<file path="src/rtl/riscv_result_monitor.sv">
// rtl/riscv_result_monitor.sv - result-region checker and performance monitor for the RISC-V core bench
//
// Purpose:
//   Snoops data-memory writes, captures a window of REGION_LEN words starting
//   at REGION_BASE (byte order reversed so the stored word is readable), and
//   on a write to END_ADDR walks the window one entry per cycle comparing it
//   against a golden table loaded through gold_*. Saturating counters track
//   run length, stalls, flushes and instruction-address changes; a watchdog
//   ends the run after TIMEOUT_CYC cycles (0 disables it).
//
// Ports:
//   clk, rst            clock, asynchronous active-low reset
//   wen, addr, data     data-memory write snoop (word address, little-endian data)
//   stall, flush        core stall / pipeline flush indicators
//   I_addr              instruction fetch address
//   gold_wen/idx/data   golden table write port (accepted only while running)
//   finish, pass        run complete / complete with no errors and no timeout
//   timeout             watchdog fired
//   error_num           number of mismatching entries (saturating)
//   duration, stall_cycles, flush_times, instr_count   performance counters
//   first_err_idx/exp/got  first mismatch details
//
// Optional feature macro: RESULT_MON_FIRST_ERR_EN
//   Defined   - first mismatch index, golden and captured value are latched.
//   Undefined - first_err_* outputs are constant 0.

module riscv_result_monitor #(
    parameter int ADDR_W      = 30,
    parameter int DATA_W      = 32,
    parameter int CNT_W       = 16,
    parameter int ERR_W       = 8,
    parameter int REGION_BASE = 128,
    parameter int REGION_LEN  = 8,
    parameter int END_ADDR    = 255,
    parameter int TIMEOUT_CYC = 50000,
    localparam int IDX_W      = (REGION_LEN > 1) ? $clog2(REGION_LEN) : 1
) (
    input  logic              clk,
    input  logic              rst,
    input  logic              wen,
    input  logic [ADDR_W-1:0] addr,
    input  logic [DATA_W-1:0] data,
    input  logic              stall,
    input  logic              flush,
    input  logic [ADDR_W-1:0] I_addr,
    input  logic              gold_wen,
    input  logic [IDX_W-1:0]  gold_idx,
    input  logic [DATA_W-1:0] gold_data,
    output logic              finish,
    output logic              pass,
    output logic              timeout,
    output logic [ERR_W-1:0]  error_num,
    output logic [CNT_W-1:0]  duration,
    output logic [CNT_W-1:0]  stall_cycles,
    output logic [CNT_W-1:0]  flush_times,
    output logic [CNT_W-1:0]  instr_count,
    output logic [IDX_W-1:0]  first_err_idx,
    output logic [DATA_W-1:0] first_err_exp,
    output logic [DATA_W-1:0] first_err_got
);

    localparam int NBYTES = DATA_W / 8;

    localparam logic [ADDR_W-1:0] BASE_A  = ADDR_W'(REGION_BASE);
    localparam logic [ADDR_W-1:0] LEN_A   = ADDR_W'(REGION_LEN);
    localparam logic [ADDR_W-1:0] END_A   = ADDR_W'(END_ADDR);
    localparam logic [IDX_W:0]    LEN_I   = (IDX_W + 1)'(REGION_LEN);
    localparam logic [IDX_W-1:0]  LAST_I  = IDX_W'(REGION_LEN - 1);

    // A limit the counter can never represent simply never fires.
    localparam bit WD_EN = (TIMEOUT_CYC != 0) &&
                           ((CNT_W >= 31) || (TIMEOUT_CYC < (1 << CNT_W)));
    localparam logic [CNT_W-1:0] WD_LIMIT = CNT_W'(TIMEOUT_CYC);

    typedef enum logic [1:0] {
        ST_RUN  = 2'd0,
        ST_CMP  = 2'd1,
        ST_DONE = 2'd2
    } state_t;

    state_t              state_q, state_d;
    logic [CNT_W-1:0]    duration_q, duration_d;
    logic [CNT_W-1:0]    stall_cnt_q, stall_cnt_d;
    logic [CNT_W-1:0]    flush_cnt_q, flush_cnt_d;
    logic [CNT_W-1:0]    instr_cnt_q, instr_cnt_d;
    logic [ADDR_W-1:0]   prev_iaddr_q, prev_iaddr_d;
    logic [ERR_W-1:0]    err_q, err_d;
    logic                finish_q, finish_d;
    logic                pass_q, pass_d;
    logic                timeout_q, timeout_d;
    logic [IDX_W-1:0]    cmp_idx_q, cmp_idx_d;
    logic [DATA_W-1:0]   cap_q  [REGION_LEN];
    logic [DATA_W-1:0]   cap_d  [REGION_LEN];
    logic [DATA_W-1:0]   gold_q [REGION_LEN];
    logic [DATA_W-1:0]   gold_d [REGION_LEN];

    logic [DATA_W-1:0]   swapped;
    logic [ADDR_W-1:0]   region_off;
    logic                in_region;
    logic                gold_ok;
    logic                end_hit;
    logic                wd_hit;
    logic                mismatch;
    logic [CNT_W-1:0]    duration_inc;

    function automatic logic [CNT_W-1:0] cnt_inc(input logic [CNT_W-1:0] v);
        return (&v) ? v : v + CNT_W'(1);
    endfunction

    // Byte 0 of the core's little-endian word becomes the MSB of the stored word.
    always_comb begin
        swapped = '0;
        for (int b = 0; b < NBYTES; b++) begin
            swapped[8*b +: 8] = data[DATA_W-8-8*b +: 8];
        end
    end

    // Subtracting first keeps the range test free of BASE+LEN overflow.
    assign region_off   = addr - BASE_A;
    assign in_region    = (addr >= BASE_A) && (region_off < LEN_A);
    assign gold_ok      = ({1'b0, gold_idx} < LEN_I);
    assign end_hit      = wen && (addr == END_A);
    assign duration_inc = cnt_inc(duration_q);
    assign wd_hit       = WD_EN && (duration_inc == WD_LIMIT);
    assign mismatch     = (cap_q[cmp_idx_q] != gold_q[cmp_idx_q]);

    always_comb begin
        state_d      = state_q;
        duration_d   = duration_q;
        stall_cnt_d  = stall_cnt_q;
        flush_cnt_d  = flush_cnt_q;
        instr_cnt_d  = instr_cnt_q;
        prev_iaddr_d = prev_iaddr_q;
        err_d        = err_q;
        finish_d     = finish_q;
        pass_d       = pass_q;
        timeout_d    = timeout_q;
        cmp_idx_d    = cmp_idx_q;
        cap_d        = cap_q;
        gold_d       = gold_q;

        case (state_q)
            ST_RUN: begin
                duration_d = duration_inc;
                if (stall) begin
                    stall_cnt_d = cnt_inc(stall_cnt_q);
                end
                if (flush) begin
                    flush_cnt_d = cnt_inc(flush_cnt_q);
                end
                if (I_addr != prev_iaddr_q) begin
                    instr_cnt_d = cnt_inc(instr_cnt_q);
                end
                prev_iaddr_d = I_addr;

                if (wen && in_region) begin
                    cap_d[region_off[IDX_W-1:0]] = swapped;
                end
                if (gold_wen && gold_ok) begin
                    gold_d[gold_idx] = gold_data;
                end

                // The end write takes priority over a watchdog expiring on the same cycle.
                if (end_hit) begin
                    state_d   = ST_CMP;
                    cmp_idx_d = '0;
                end else if (wd_hit) begin
                    state_d   = ST_DONE;
                    timeout_d = 1'b1;
                end
            end

            ST_CMP: begin
                if (mismatch && !(&err_q)) begin
                    err_d = err_q + ERR_W'(1);
                end
                if (cmp_idx_q == LAST_I) begin
                    state_d = ST_DONE;
                end else begin
                    cmp_idx_d = cmp_idx_q + IDX_W'(1);
                end
            end

            ST_DONE: begin
                // Registered one cycle after entry so the final error count is settled.
                finish_d = 1'b1;
                pass_d   = (err_q == '0) && !timeout_q;
            end

            default: begin
                state_d = ST_RUN;
            end
        endcase
    end

    always_ff @(posedge clk or negedge rst) begin
        if (!rst) begin
            state_q      <= ST_RUN;
            duration_q   <= '0;
            stall_cnt_q  <= '0;
            flush_cnt_q  <= '0;
            instr_cnt_q  <= '0;
            prev_iaddr_q <= '0;
            err_q        <= '0;
            finish_q     <= 1'b0;
            pass_q       <= 1'b0;
            timeout_q    <= 1'b0;
            cmp_idx_q    <= '0;
            for (int i = 0; i < REGION_LEN; i++) begin
                cap_q[i]  <= '0;
                gold_q[i] <= '0;
            end
        end else begin
            state_q      <= state_d;
            duration_q   <= duration_d;
            stall_cnt_q  <= stall_cnt_d;
            flush_cnt_q  <= flush_cnt_d;
            instr_cnt_q  <= instr_cnt_d;
            prev_iaddr_q <= prev_iaddr_d;
            err_q        <= err_d;
            finish_q     <= finish_d;
            pass_q       <= pass_d;
            timeout_q    <= timeout_d;
            cmp_idx_q    <= cmp_idx_d;
            for (int i = 0; i < REGION_LEN; i++) begin
                cap_q[i]  <= cap_d[i];
                gold_q[i] <= gold_d[i];
            end
        end
    end

`ifdef RESULT_MON_FIRST_ERR_EN
    logic [IDX_W-1:0]  fe_idx_q, fe_idx_d;
    logic [DATA_W-1:0] fe_exp_q, fe_exp_d;
    logic [DATA_W-1:0] fe_got_q, fe_got_d;

    // Only the mismatch seen while the error count is still zero is recorded.
    always_comb begin
        fe_idx_d = fe_idx_q;
        fe_exp_d = fe_exp_q;
        fe_got_d = fe_got_q;
        if ((state_q == ST_CMP) && mismatch && (err_q == '0)) begin
            fe_idx_d = cmp_idx_q;
            fe_exp_d = gold_q[cmp_idx_q];
            fe_got_d = cap_q[cmp_idx_q];
        end
    end

    always_ff @(posedge clk or negedge rst) begin
        if (!rst) begin
            fe_idx_q <= '0;
            fe_exp_q <= '0;
            fe_got_q <= '0;
        end else begin
            fe_idx_q <= fe_idx_d;
            fe_exp_q <= fe_exp_d;
            fe_got_q <= fe_got_d;
        end
    end

    assign first_err_idx = fe_idx_q;
    assign first_err_exp = fe_exp_q;
    assign first_err_got = fe_got_q;
`else
    assign first_err_idx = '0;
    assign first_err_exp = '0;
    assign first_err_got = '0;
`endif

    assign finish       = finish_q;
    assign pass         = pass_q;
    assign timeout      = timeout_q;
    assign error_num    = err_q;
    assign duration     = duration_q;
    assign stall_cycles = stall_cnt_q;
    assign flush_times  = flush_cnt_q;
    assign instr_count  = instr_cnt_q;

endmodule

</file>
<file path="config.mk">
export PLATFORM = sky130hd
export DESIGN_NAME = riscv_result_monitor
export DESIGN_NICKNAME = d
export VERILOG_FILES = /design/src/rtl/riscv_result_monitor.sv
export SDC_FILE = /design/constraint.sdc
export NUM_CORES = 1
export LEC_CHECK = 0
export CAP_MARGIN = 10
export CORE_MARGIN = 10
export CORE_UTILIZATION = 35
export CTS_CLUSTER_SIZE = 10
export DETAILED_ROUTE_END_ITERATION = 12
export PLACE_DENSITY = 0.64
export SYNTH_ARGS = -nofsm -noshare
export SYNTH_HDL_FRONTEND = slang
export SYNTH_SLANG_ARGS = --single-unit
</file>
<file path="constraint.sdc">
create_clock -name clk -period 3.7 [get_ports clk]
set_clock_uncertainty 0.05 [all_clocks]
set_input_delay 0.37 -clock clk [delete_from_list [all_inputs] [get_ports clk]]
set_output_delay 0.37 -clock clk [all_outputs]
set_load 0.1 [all_outputs]
</file>
==> results.json, run 1 <==
{
  "grt_pass1_vias": 19200,
  "hold_viol_final": 0,
  "place_inst": 3299,
  "cts_root_buf": "clkbuf_16",
  "hpwl_um": 51100,
  "drt-initial-drc-count": 887,
  "drive_gt1_share_pct": 36.0,
  "clk_latency_ns": 0.60,
  "power-per-cell-area_nw_per_um2": 492,
  "worstSetupPathType": "reg2reg",
  "synth-async-reset-ratio_pct": 100,
  "syn_to_final_growth_pct": 20.4,
  "yosys_warnings": 0,
  "path_clk_slew_ns": 0.05,
  "fillers": 7501,
  "start_util_pct": 35.3,
  "die_x_um": 310,
  "maxCapViolations": 0,
  "whs_path_depth": 3,
  "synthCells": 2032,
  "avgSynthCellArea_um2": 14.5,
  "dr.pass1.iters": 5,
  "worstSetupEndpointType": "register",
  "ir_drop_mv": 0.381,
  "min_from": "I_addr[1]",
  "fin_crit_sh_pct": 96.4,
  "multiInputGateArea_um2": 13100,
  "required_ns": 4.15,
  "dieArea_um2": 96200,
  "synth_area_leaders": "dfrtp_1 (53%), mux2_2 (17%), mux4_2 (9.8%)",
  "min_period_ns": 3.57,
  "instances_no_fill": 3408,
  "netlist.area_leader.share_pct": 52.8,
  "viasPerCell": 5.17,
  "timing.rr.start": "cmp_idx_q[0]",
  "synth_commonest_cells": "dfrtp_1 (622), mux2_2 (445), nand2_1 (133)",
  "startpoint": "cmp_idx_q[0]",
  "fin_setup_tns_ns": 0,
  "grt_max_degree": 109,
  "synth.most_common_cell": "dfrtp_1",
  "die_h_um": 310,
  "status": "completed",
  "io_buffers": 207,
  "post-route-drc-count": 0,
  "start_kind": "register",
  "core_um2": 83600,
  "yosysTopAreaCell": "dfrtp_1",
  "pin_count": 275,
  "drt_wl_total_um": 75100,
  "cts_tree": "yes",
  "num_rows": 106,
  "synth_ff_type": "dfrtp_1",
  "diodes": 0,
  "seq_area_um2": 15600,
  "via_count": 17600,
  "grt-ovfl-total": 0,
  "slew_viol_final": 0,
  "arrival_ns": 4.02,
  "rsz0062_at_grt": "false",
  "relSlewSlack_pct": 25.2,
  "cts_max_path_buffers": 3,
  "synth_cell_types": 61,
  "hold_class": "in2reg",
  "post_drt_wl_per_cell_um": 22.0,
  "path_max_fanout": 14,
  "grt_use_total_pct": 15.6,
  "final_nets": 2440,
  "post-cts-setup-buffer-count": 0,
  "yosys_register_bits": 622,
  "tightest_slew_ns": 1.12,
  "max_freq_mhz": 280,
  "ant_nets": 0,
  "yosysSeqAreaShare_pct": 52.8,
  "r2r_cells": 10,
  "p_leak_nw": 16.3,
  "setup_viol": 0,
  "htreeDepth": 3,
  "numCtsBuffers": 76,
  "grt_pass1_wl_um": 116000,
  "syn_area_um2": 29500,
  "antenna_found_initial": 13,
  "globalplace.congestion": 0.839,
  "cts.sinks": 622,
  "synth_edf_count": 0
}
metal layers:
metal | vias up | GRT usage (%) | part of all wire (%)
li1 | 7809 | - | -
met1 | 9277 | 19.0 | 42
met2 | 350 | 27.2 | 50
met3 | 149 | 3.38 | 5.0
met4 | 22 | 4.91 | 2.8
met5 | - | 0 | 0.18
critical path, cell delays in order, from the launching register on:
cell and delay (ns):
dfrtp_4 0.69, buf_12 0.21, buf_4 0.20, mux4_2 0.52
mux2i_1 0.36, xor2_1 0.12, nor4_1 0.29, nand4_1 0.18
buf_4 0.19, o21ai_0 0.25, mux2_2 0.36
layout by cell type (no fill, tap or decap), drive strengths merged, types with 3 or more instances in the layout:
cell type      netlist  layout
mux2i               68      68
clkdlybuf4s50        0     206
and4                 9       9
xnor2               59      59
a21oi               10      10
dfrtp              622     622
nor3                12      12
nand2b               5       5
inv                 16      19
o2111ai              4       4
a31oi                4       4
nand4               26      26
o21ai               16      16
nand3b               3       3
nor2                23      23
buf                135      88
nand4b               3       3
conb                 1      67
or4                  4       4
clkinvlp             0       3
or2                  3       3
and3                 7       7
or3b                 4       4
a21o                 3       3
or3                  8       8
nand2              133     133
clkbuf              38      99
nor4                23      23
mux2               516     516
xor2                69      69
nand3               33      33
mux4               128     128
and2                11      11
o31ai                3       3
ha                   9       9
path summary, 6_finish.rpt:
| path | to | slack, ns |
|---|---|---|
| setup / recovery | error_num[1] | 0.13 |
| hold / removal | prev_iaddr_q[1] | 0.29 |
| setup reg to reg | error_num[1] | 0.13 |
| hold reg to reg | cap_q[101] | 0.43 |
| max in group asynchronous | prev_iaddr_q[8] | 2.11 |
| min in group asynchronous | cap_q[166] | 0.32 |
state kept, by name, indices dropped and copies added, names as in the netlist:
| name | count |
|---|---|
| pass | 1 |
| stall_cycles | 16 |
| state_q | 2 |
| cap_q | 256 |
| duration | 16 |
| timeout | 1 |
| gold_q | 256 |
| instr_count | 16 |
| finish | 1 |
| flush_times | 16 |
| error_num | 8 |
| prev_iaddr_q | 30 |
| cmp_idx_q | 3 |
final cells by class:
class / instances / area share [%]
clock buffers: 99 / 5.95
clock inverters: 9 / 0.416
inverters: 16 / 0.169
multi-input cells: 1287 / 37.0
flip-flops and latches: 622 / 43.9
well taps: 1080 / 3.81
repair buffers: 295 / 8.72
timing repair:
action	in CTS	in global routing
resized for setup	0	1
hold endpoints to repair	75	0
endpoints found under the setup margin	0	1
hold buffers	1	0
cell families after synthesis:
group	Yosys count	synth area share (%)
simple gates	315	5.52
xor+xnor	128	3.80
mux	712	32.6
flops	622	52.8
other cells	1	0.0127
buf+inv	189	3.60
fa+ha+maj	9	0.382
compound gates	56	1.29
report_power, final:
part	internal, mW	switching, mW
Combinational	1.12	1.53
Clock	4.05	2.83
Sequential	7.51	0.407
Total	12.7	4.76
stage by stage:
stage          hold WS, ns  utilization [%]  setup slack (ns)  cell area [um2]  total power, mW
6_report             0.289             42.5             0.132            35500             17.4
5_1_grt              0.271             42.5           0.00847            35500             18.1
4_1_cts              0.245             42.5            0.0708            35500             17.7
3_5_place_dp         0.423             39.7            -0.334            33200             10.7
3_3_place_gp         0.415             39.7            -0.278            33200             10.6
2_1_floorplan       0.0244                -             0.661            29700             9.82
Power figures use the tool's default switching activity.
==> run 2, diff against run 1 <==
CORE_MARGIN = unset   (was 10)
==> run 2 against run 1 <==
- the flow now finishes with violations (DRC)
- critical endpoint unchanged
- first-iteration DRC count increased by 1.9%
- global-route usage increased by 1.7 points
- clock power decreased by 0.9%
- largest power group unchanged
- highest routed layer unchanged
- sequential share of layout area about the same
- register-to-register slack improved by 0.04 ns
==> results.json, run 2 (same netlist as run 1, synthesis figures left out) <==
{
  "dr.pass1.iters": 8,
  "globalplace.congestion": 0.878,
  "num_rows": 106,
  "maxCapViolations": 0,
  "final_util_pct": 42.5,
  "cts_root_buf": "clkbuf_16",
  "mostFrequentLayoutCells": "dfrtp_1 (619), mux2_2 (445), clkdlybuf4s50_1 (206), nand2_1 (133), mux4_2 (128)",
  "power-per-cell-area_nw_per_um2": 490,
  "instances_no_fill": 3409,
  "ir_drop_mv": 0.336,
  "seq_power_share_pct": 45.6,
  "viasPerCell": 5.15,
  "arrival_ns": 3.99,
  "setup_viol": 0,
  "cts_max_path_buffers": 3,
  "final_nets": 2442,
  "status": "finished, violations left",
  "grt-ovfl-total": 0,
  "required_ns": 4.16,
  "cts.sinks": 622,
  "min_period_ns": 3.53,
  "via_count": 17600,
  "drt-initial-drc-count": 904,
  "grt_max_degree": 96,
  "grt_pass1_wl_um": 115000,
  "fin_crit_sh_pct": 95.4,
  "rsz0062_at_grt": "false",
  "start_util_pct": 35.3,
  "tightest_slew_ns": 1.13,
  "grt_pass1_vias": 19200,
  "internal_power_mw": 12.5,
  "htreeDepth": 3,
  "hold_class": "in2reg",
  "p_switching_mw": 4.83,
  "hpwl_um": 47700,
  "pin_count": 275,
  "io_buffers": 207,
  "worstSetupPathType": "reg2reg",
  "post-route-drc-count": 1,
  "ant_nets": 0,
  "grt_use_total_pct": 17.3,
  "path_max_fanout": 27,
  "worstSetupEndpointType": "register",
  "power_frac_comb_pct": 15.2,
  "relSlewSlack_pct": 24.7,
  "switching_share_pct": 27.8,
  "post-cts-setup-buffer-count": 0,
  "numCtsBuffers": 76,
  "max_freq_mhz": 283,
  "die_x_um": 292,
  "hold_viol_final": 0,
  "final_common_cell": "dfrtp_1",
  "place_inst": 3300,
  "violations": "DRC",
  "syn_to_final_growth_pct": 20.3,
  "clkPwrFrac_pct": 39.2,
  "slew_viol_final": 0,
  "core_um2": 83400,
  "path_clk_slew_ns": 0.06,
  "cts_tree": "yes",
  "post_drt_wl_per_cell_um": 21.3,
  "drt_wl_total_um": 72500,
  "p_leak_nw": 16.3,
  "reg_top3": "cap_q x256, gold_q x256, prev_iaddr_q x30",
  "start_kind": "register",
  "fillers": 7381,
  "die_h_um": 292,
  "antenna_found_initial": 10,
  "drive_gt1_share_pct": 36.0,
  "dieArea_um2": 85400,
  "clk_latency_ns": 0.63
}
## run 2: cell types whose count changed in the layout (fill, tap and decap cells not counted), moves of 2 or more
| cell | before | now |
|---|---|---|
| buf_4 | 58 | 64 |
| buf_12 | 28 | 23 |
| clkbuf_8 | 8 | 3 |
| clkinv_16 | 1 | 4 |
| clkinv_2 | 0 | 2 |
| clkinvlp_4 | 3 | 1 |
## run 2: power by group through the flow
stage,combinational (mW),sequential (mW),clock [mW]
2_1_floorplan,1.46,8.36,0
3_3_place_gp,2.58,7.96,0
3_5_place_dp,2.66,8.03,0
4_1_cts,2.67,7.91,7.03
5_1_grt,2.80,8.00,7.31
6_report,2.64,7.91,6.81
## run 2: stage by stage
step	hold WS, ns	power (mW)	instance area (um2)	TNS, ns	setup WS, ns
final	0.285	17.4	35500	0	0.170
after global routing	0.292	18.1	35500	0	0.00459
after CTS	0.255	17.6	35400	0	0.105
after detailed placement	0.431	10.7	33200	-27.73	-0.220
after global placement	0.414	10.5	33200	-22.88	-0.192
after floorplan	0.0244	9.82	29700	0	0.661
## run 2: timing repair
item                                   4_1_cts  5_1_grt
gates resized for setup                      0        2
setup endpoints to repair                    0        1
hold buffers                                 1        0
endpoints found under the hold margin       83        0
## run 2: area by class of cell
cell class	count	area (um2)	share of cell area (%)
timing repair buffer	297	3080	8.69
clock inverter	13	245	0.692
multi-input combinational	1287	13200	37.1
antenna	1	2.50	0.00706
sequential	622	15600	43.9
clock buffer	93	2000	5.63
tap	1080	1350	3.81
inverter	16	60.1	0.169
## run 2: layer usage
layer | track usage [%] | wire length (um) | vias to the layer above
li1 | - | - | 7809
met4 | 5.48 | 1780 | 14
met2 | 30.8 | 37900 | 347
met3 | 3.17 | 2860 | 125
met5 | 0 | 87 | -
met1 | 21.2 | 29900 | 9272
## run 2: worst paths after layout
kind / start / to / slack [ns] / cells past startpoint
worst max-delay path: cmp_idx_q[0] / error_num[1] / 0.17 / 9
max in group asynchronous: rst / cap_q[57] / 2.18 / 3
min in group asynchronous: rst / gold_q[19] / 0.32 / 2
worst min register to register: cap_q[102] / cap_q[102] / 0.44 / 1
worst min-delay path: I_addr[9] / prev_iaddr_q[9] / 0.29 / 3
worst max register to register: cmp_idx_q[0] / error_num[1] / 0.17 / 9
## run 2: worst max-delay path, cell delays in order, from the launching register on
cell and delay (ns):
dfrtp_4 0.54, buf_12 0.27, mux4_2 0.54, mux2i_1 0.33, xor2_1 0.20, nor4_1 0.45
nand4_1 0.15, buf_4 0.20, o21ai_0 0.24, mux2_2 0.36
